<file path="config.mk">
export PLATFORM = sky130hd
export DESIGN_NAME = de_reg_calcpc_mw
export DESIGN_NICKNAME = d
export VERILOG_FILES = /design/src/rtl/de_reg_calcpc_mw.sv
export SDC_FILE = /design/constraint.sdc
export NUM_CORES = 1
export LEC_CHECK = 0
export CAP_MARGIN = 20
export CORE_MARGIN = 2
export CORE_UTILIZATION = 40
export DETAILED_ROUTE_END_ITERATION = 8
export DONT_BUFFER_PORTS = 1
export HOLD_SLACK_MARGIN = 0.03
export PLACE_DENSITY = 0.63
export SYNTH_ARGS = -nofsm -noshare
export SYNTH_HDL_FRONTEND = slang
export SYNTH_SLANG_ARGS = --single-unit
</file>
<file path="constraint.sdc">
create_clock -name CLK -period 1.87 [get_ports CLK]
set_input_delay 0.187 -clock CLK [delete_from_list [all_inputs] [get_ports CLK]]
set_output_delay 0.187 -clock CLK [all_outputs]
set_load 0.01 [all_outputs]
</file>
<file path="src/rtl/de_reg_calcpc_mw.sv">
// D-to-E pipeline register for a multi-lane decode group: younger-lane kill after a jump,
// misprediction/stall bubbling or holding, and a saturating count of dropped valid lanes.
module de_reg_calcpc_mw #(
    parameter int LANES         = 2,
    parameter int PC_W          = 13,
    parameter int IMM_W         = 13,
    parameter int HOLD_ON_STALL = 0,
    parameter int CNT_W         = 16
) (
    input  logic                   CLK,
    input  logic                   RST,
    input  logic                   stall,
    input  logic                   fail_predict,
    input  logic                   cnt_clr,
    input  logic [LANES-1:0]       validD,
    input  logic [2*LANES-1:0]     branch_numberD,
    input  logic [PC_W*LANES-1:0]  pcDj,
    input  logic [IMM_W*LANES-1:0] immDj,
    input  logic [2*LANES-1:0]     jump_codeDj,
    input  logic [3*LANES-1:0]     branch_codeDj,
    output logic [LANES-1:0]       validE,
    output logic [2*LANES-1:0]     branch_numberE,
    output logic [PC_W*LANES-1:0]  pcEj,
    output logic [IMM_W*LANES-1:0] immEj,
    output logic [2*LANES-1:0]     jump_codeEj,
    output logic [3*LANES-1:0]     branch_codeEj,
    output logic [CNT_W-1:0]       squash_cnt
);

    localparam bit                HOLD    = (HOLD_ON_STALL != 0);
    localparam int                SUM_W   = CNT_W + 3;
    localparam logic [SUM_W-1:0]  CNT_MAX = SUM_W'({CNT_W{1'b1}});

    logic [LANES-1:0]       valid_q, valid_d;
    logic [2*LANES-1:0]     bn_q, bn_d;
    logic [PC_W*LANES-1:0]  pc_q, pc_d;
    logic [IMM_W*LANES-1:0] imm_q, imm_d;
    logic [2*LANES-1:0]     jc_q, jc_d;
    logic [3*LANES-1:0]     bc_q, bc_d;
    logic [CNT_W-1:0]       cnt_q, cnt_d;

    logic [LANES-1:0] killed;
    logic [LANES-1:0] keep;
    logic [LANES-1:0] drop_mask;
    logic [2:0]       drop_cnt;
    logic [SUM_W-1:0] sum;
    logic             older_jump;
    logic             load;

    // A lane is killed when any older valid lane in the same group is a jump.
    always_comb begin
        // NOTE: every combinational output gets a default first so no path infers a latch.
        killed     = '0;
        older_jump = 1'b0;
        for (int i = 0; i < LANES; i++) begin
            killed[i] = older_jump;
            if (validD[i] && (jump_codeDj[2*i +: 2] != 2'b00)) older_jump = 1'b1;
        end
    end

    assign load = fail_predict | ~stall | ~HOLD;
    assign keep = (fail_predict | stall) ? '0 : (validD & ~killed);

    always_comb begin
        valid_d = valid_q;
        bn_d    = bn_q;
        pc_d    = pc_q;
        imm_d   = imm_q;
        jc_d    = jc_q;
        bc_d    = bc_q;
        if (load) begin
            valid_d = keep;
            bn_d    = branch_numberD;
            pc_d    = pcDj;
            imm_d   = immDj;
            for (int i = 0; i < LANES; i++) begin
                jc_d[2*i +: 2] = keep[i] ? jump_codeDj[2*i +: 2]   : 2'b00;
                bc_d[3*i +: 3] = keep[i] ? branch_codeDj[3*i +: 3] : 3'b000;
            end
        end
    end

    // Wide sum so a multi-lane add that crosses the maximum still saturates.
    always_comb begin
        drop_mask = fail_predict ? validD : (stall ? '0 : (validD & killed));
        drop_cnt  = '0;
        for (int i = 0; i < LANES; i++) drop_cnt = drop_cnt + 3'(drop_mask[i]);
        sum   = SUM_W'(cnt_q) + SUM_W'(drop_cnt);
        cnt_d = cnt_clr ? '0 : ((sum > CNT_MAX) ? CNT_W'(CNT_MAX) : CNT_W'(sum));
    end

    always_ff @(posedge CLK) begin
        // NOTE: sequential state uses non-blocking assignments so all registers update together.
        if (RST) begin
            valid_q <= '0;
            bn_q    <= '0;
            pc_q    <= '0;
            imm_q   <= '0;
            jc_q    <= '0;
            bc_q    <= '0;
            cnt_q   <= '0;
        end else begin
            valid_q <= valid_d;
            bn_q    <= bn_d;
            pc_q    <= pc_d;
            imm_q   <= imm_d;
            jc_q    <= jc_d;
            bc_q    <= bc_d;
            cnt_q   <= cnt_d;
        end
    end

    assign validE         = valid_q;
    assign branch_numberE = bn_q;
    assign pcEj           = pc_q;
    assign immEj          = imm_q;
    assign jump_codeEj    = jc_q;
    assign branch_codeEj  = bc_q;
    assign squash_cnt     = cnt_q;

endmodule

</file>
==> run_results.csv <==
group,metric,value,unit
detailed_routing,drt-pass1-iter-count,4,
power_and_ir_drop,power_switching,0.8065,mW
floorplan,coreArea,0.006350,sq mm
worst_setup_path,reg2reg_depth,9,
timing,slew-limit-headroom,78.37,%
power_and_ir_drop,max-vdd-ir-drop,0.0006784,V
worst_setup_path,arrival,2.13,ns
clock_network,cts.sinks,84,
yosys,synthFlopType,"dfxtp_1",
worst_setup_path,crit_chain,"inv_2 -> fa_2 -> inv_2 -> ha_4 -> nand3_4 -> nor4_4 -> buf_4 -> and4b_1 -> nor3_1",
detailed_routing,routedWlPerCell,15.87,um
clock_network,numCtsBuffers,9,
power_and_ir_drop,power_density,925.5,mW/mm^2
global_routing,grt_overflow_total,0,
power_and_ir_drop,pwr-share-seq,55.9,%
worst_setup_path,r2r_end,"squash_cnt[14]",
detailed_routing,antenna_left,0,
floorplan,die_y,85.01,um
worst_setup_path,r2r-start,"squash_cnt[0]",
power_and_ir_drop,p_int,2.639,mW
worst_setup_path,critical-path-top-delay-family,"simple AND/OR/NAND/NOR gates",
yosys,yosys.area.top_type,"dfxtp_1",
cells_and_area,n_antenna_cell,0,
global_routing,grt_max_degree,57,
cells_and_area,drive_gt1_share,14.42,%
worst_setup_path,slowest_delay,0.36,ns
place,dp_hpwl,3.634,mm
detailed_routing,dr.max_layer_used,"met4",
detailed_routing,drt-met1-wl,2.402,mm
place,placed_cell_area,0.002784,sq mm
timing,hold_violations,0,
timing,slew_violations,0,
yosys,yosysMostFrequentCell,"dfxtp_1",
worst_hold_path,holdCritStartpoint,"validD[1]",
timing,rsz0062_at_grt,"true",
timing,fin_ws,-0.02999,ns
detailed_routing,wirelength,6.286,mm
cells_and_area,fin_nets,389,
yosys,synth_top_area_share,64.06,%
global_routing,grt_pass1_vias,1942,
place,io_buffers,0,
worst_hold_path,min_to,"validE[1]",
detailed_routing,drc_errors,0,
floorplan,initial_core_util,41.34,%
clock_network,clock_path_buffers,2,
worst_setup_path,cp_slowest_cell,"fa_2",
worst_setup_path,critical_path.most_common_cell,"inv_2",
detailed_routing,vias_per_cell,4.788,
yosys,synth.area.top_cells,"dfxtp_1 64%, nor2b_1 13%, a21oi_1 2.5%",
floorplan,rows,29,
timing,worst_slew_pin_slew,0.3239,ns
yosys,syn_nets,304,
power_and_ir_drop,p_leak,1.511,nW
worst_setup_path,cp.required,2.10,ns
clock_network,cts_root_buffer,"clkbuf_8",
timing,fmax,526.3,MHz
worst_setup_path,critPathLaunchType,"flip-flop",
floorplan,dieArea,0.007227,sq mm
clock_network,htreeDepth,3,
power_and_ir_drop,power,3.446,mW
cells_and_area,utilization,58.64,%
global_routing,antenna_found_initial,0,
yosys,ys_seq_elements,84,
yosys,ys_top_cells_by_count,"84 x dfxtp_1, 56 x nor2b_1, 13 x a21oi_1",
yosys,syn_area_per_cell,11.46,sq um
yosys,netlist_area,0.002625,sq mm
power_and_ir_drop,clkPwrFrac,38.0,%
worst_hold_path,hp-class,"in -> reg",
detailed_routing,wl_met2,3.054,mm
worst_setup_path,critPathCaptureType,"flip-flop",
worst_setup_path,regToRegSetupSlack,-0.03,ns
timing,setup_violations,2,
timing,fin_crit,1.900,ns
timing,final.setup_skew,0.007124,ns
floorplan,io_pins,157,
power_and_ir_drop,swShare,23.40,%
detailed_routing,vias,1896,
worst_setup_path,cp_max_fo,4,
yosys,yosysWarnings,0,
global_routing,grt_usage,16.97,%
clock_network,clk_latency,0.35,ns
yosys,synthArstFlopShare,0,%
yosys,syn_inst,229,
floorplan,die_w,85.01,um
detailed_routing,met3_length,692,um
global_routing,grt_pass1_wl,9.432,mm
detailed_routing,drtIter0Drc,48,
clock_network,clkSlewWorstSetupHoldPaths,0.08,ns
worst_hold_path,hold_depth,1,
worst_setup_path,crit_buf_inv,3,
cells_and_area,final_cell_area,0.003724,sq mm
job,cap_violations,0,
outcome,violations,"negative setup slack",
yosys,synth_cell_type_count,29,
cells_and_area,area_delta_synth_final,41.85,%
power_and_ir_drop,pwr-share-comb,6.2,%
outcome,run_status,"complete, but fails checks",
yosys,synth_edf_count,0,
place,gp_congestion,0.7639,
clock_network,cts_tree,"yes",
timing,fin_crit_sh,101.6,%
worst_setup_path,path_class,"reg -> reg",
yosys,yosysSeqAreaShare,64.06,%
worst register-to-register path: stages (launching register included):
cell and delay (ns):
dfxtp_2 0.35, inv_2 0.04, fa_2 0.36, inv_2 0.09, ha_4 0.14, nand3_4 0.08
nor4_4 0.27, buf_4 0.19, and4b_1 0.20, nor3_1 0.05
what timing repair did:
item	in CTS	in global routing
setup endpoints to repair	1	15
hold buffers	68	0
gates cloned	0	1
resized for setup	0	4
setup buffers	0	4
pin swaps	1	5
endpoints found under the hold margin	67	0
power groups by stage:
stage          registers [mW]  logic, mW  clock network [mW]
2_1_floorplan            1.96     0.0764                   0
3_3_place_gp             1.97     0.0745                   0
3_5_place_dp             1.97     0.0780                   0
4_1_cts                  1.93      0.204                1.35
5_1_grt                  1.93      0.233                1.42
6_report                 1.93      0.212                1.31
sequential cells by signal (all words and copies together) (netlist names):
register / flops
pcEj: 26
squash_cnt: 16
validE: 2
immEj: 26
branch_codeEj: 6
branch_numberE: 4
jump_codeEj: 4
cell families (layout without fill, tap and decap cells):
family | after synthesis | in the layout | share of synthesized area, %
adders and majority gates | 2 | 2 | 1.239
buffers and inverters | 14 | 103 | 2.050
and+or+nand+nor | 100 | 101 | 25.36
DFF | 84 | 84 | 64.06
AOI/OAI and AO/OA | 20 | 20 | 4.289
xor gates and xnor gates | 9 | 9 | 3.003
through the flow:
step                      hold WS, ns  cells  worst slack (ns)  TNS [ns]
after floorplan                0.3087    229          0.008284         0
after global placement         0.2619    307          -0.02770  -0.02770
after detailed placement       0.2641    307          -0.04879   -0.1391
after CTS                     0.06293    391          0.002277         0
after global routing          0.09667    396           -0.1176    -1.013
final                         0.08596    396          -0.02999  -0.03346
final cells by class:
| cell class | count | area (sq um) |
|---|---|---|
| Tap cell | 77 | 96.34 |
| Sequential cell | 84 | 1683 |
| Clock buffer | 9 | 123.9 |
| Inverter | 5 | 18.77 |
| Multi-Input combinational cell | 132 | 925.9 |
| Timing Repair Buffer | 82 | 795.8 |
| Fill cell | 501 | 2626 |
| Clock inverter | 7 | 80.08 |
cells in the final DEF (no fill, tap or decap), types with 2 or more instances in the layout:
cell type      Yosys  layout
nor2_1             5       4
inv_6              0       3
nor4_4             2       2
nand4_4            2       2
and2_1             6       6
inv_1              5       3
a21oi_1           13      13
a31oi_1            2       2
nor2b_1           56      56
nor3_1             7       7
clkbuf_8           0       9
dlygate4sd3_1      0      67
dfxtp_1           84      83
buf_4              0      14
a211oi_1           2       2
and3_1             7       7
o21ai_0            2       2
xor2_1             3       3
nand3_1            2       2
inv_2              0       2
nand2_1            4       4
and4b_1            2       2
or2_2              2       2
xnor2_1            6       6
worst max path at each step:
stage                           endpoint  cells after the start           start  slack [ns]
after floorplan           squash_cnt[12]                      8   squash_cnt[0]       0.008
after global placement    squash_cnt[12]                     10  jump_codeDj[1]       -0.03
after detailed placement  squash_cnt[12]                     10  jump_codeDj[1]       -0.05
after CTS                  squash_cnt[0]                      8   squash_cnt[0]       0.002
after global routing      squash_cnt[14]                      9   squash_cnt[0]       -0.12
final                     squash_cnt[14]                      9   squash_cnt[0]       -0.03
routing by layer:
| layer | vias to the layer above | GRT usage, % |
|---|---|---|
| li1 | 913 | - |
| met1 | 865 | 18.53 |
| met2 | 107 | 28.20 |
| met3 | 11 | 7.101 |
| met4 | 0 | 8.658 |
| met5 | - | 0 |
Note: power is estimated with default switching activity, not from simulation.
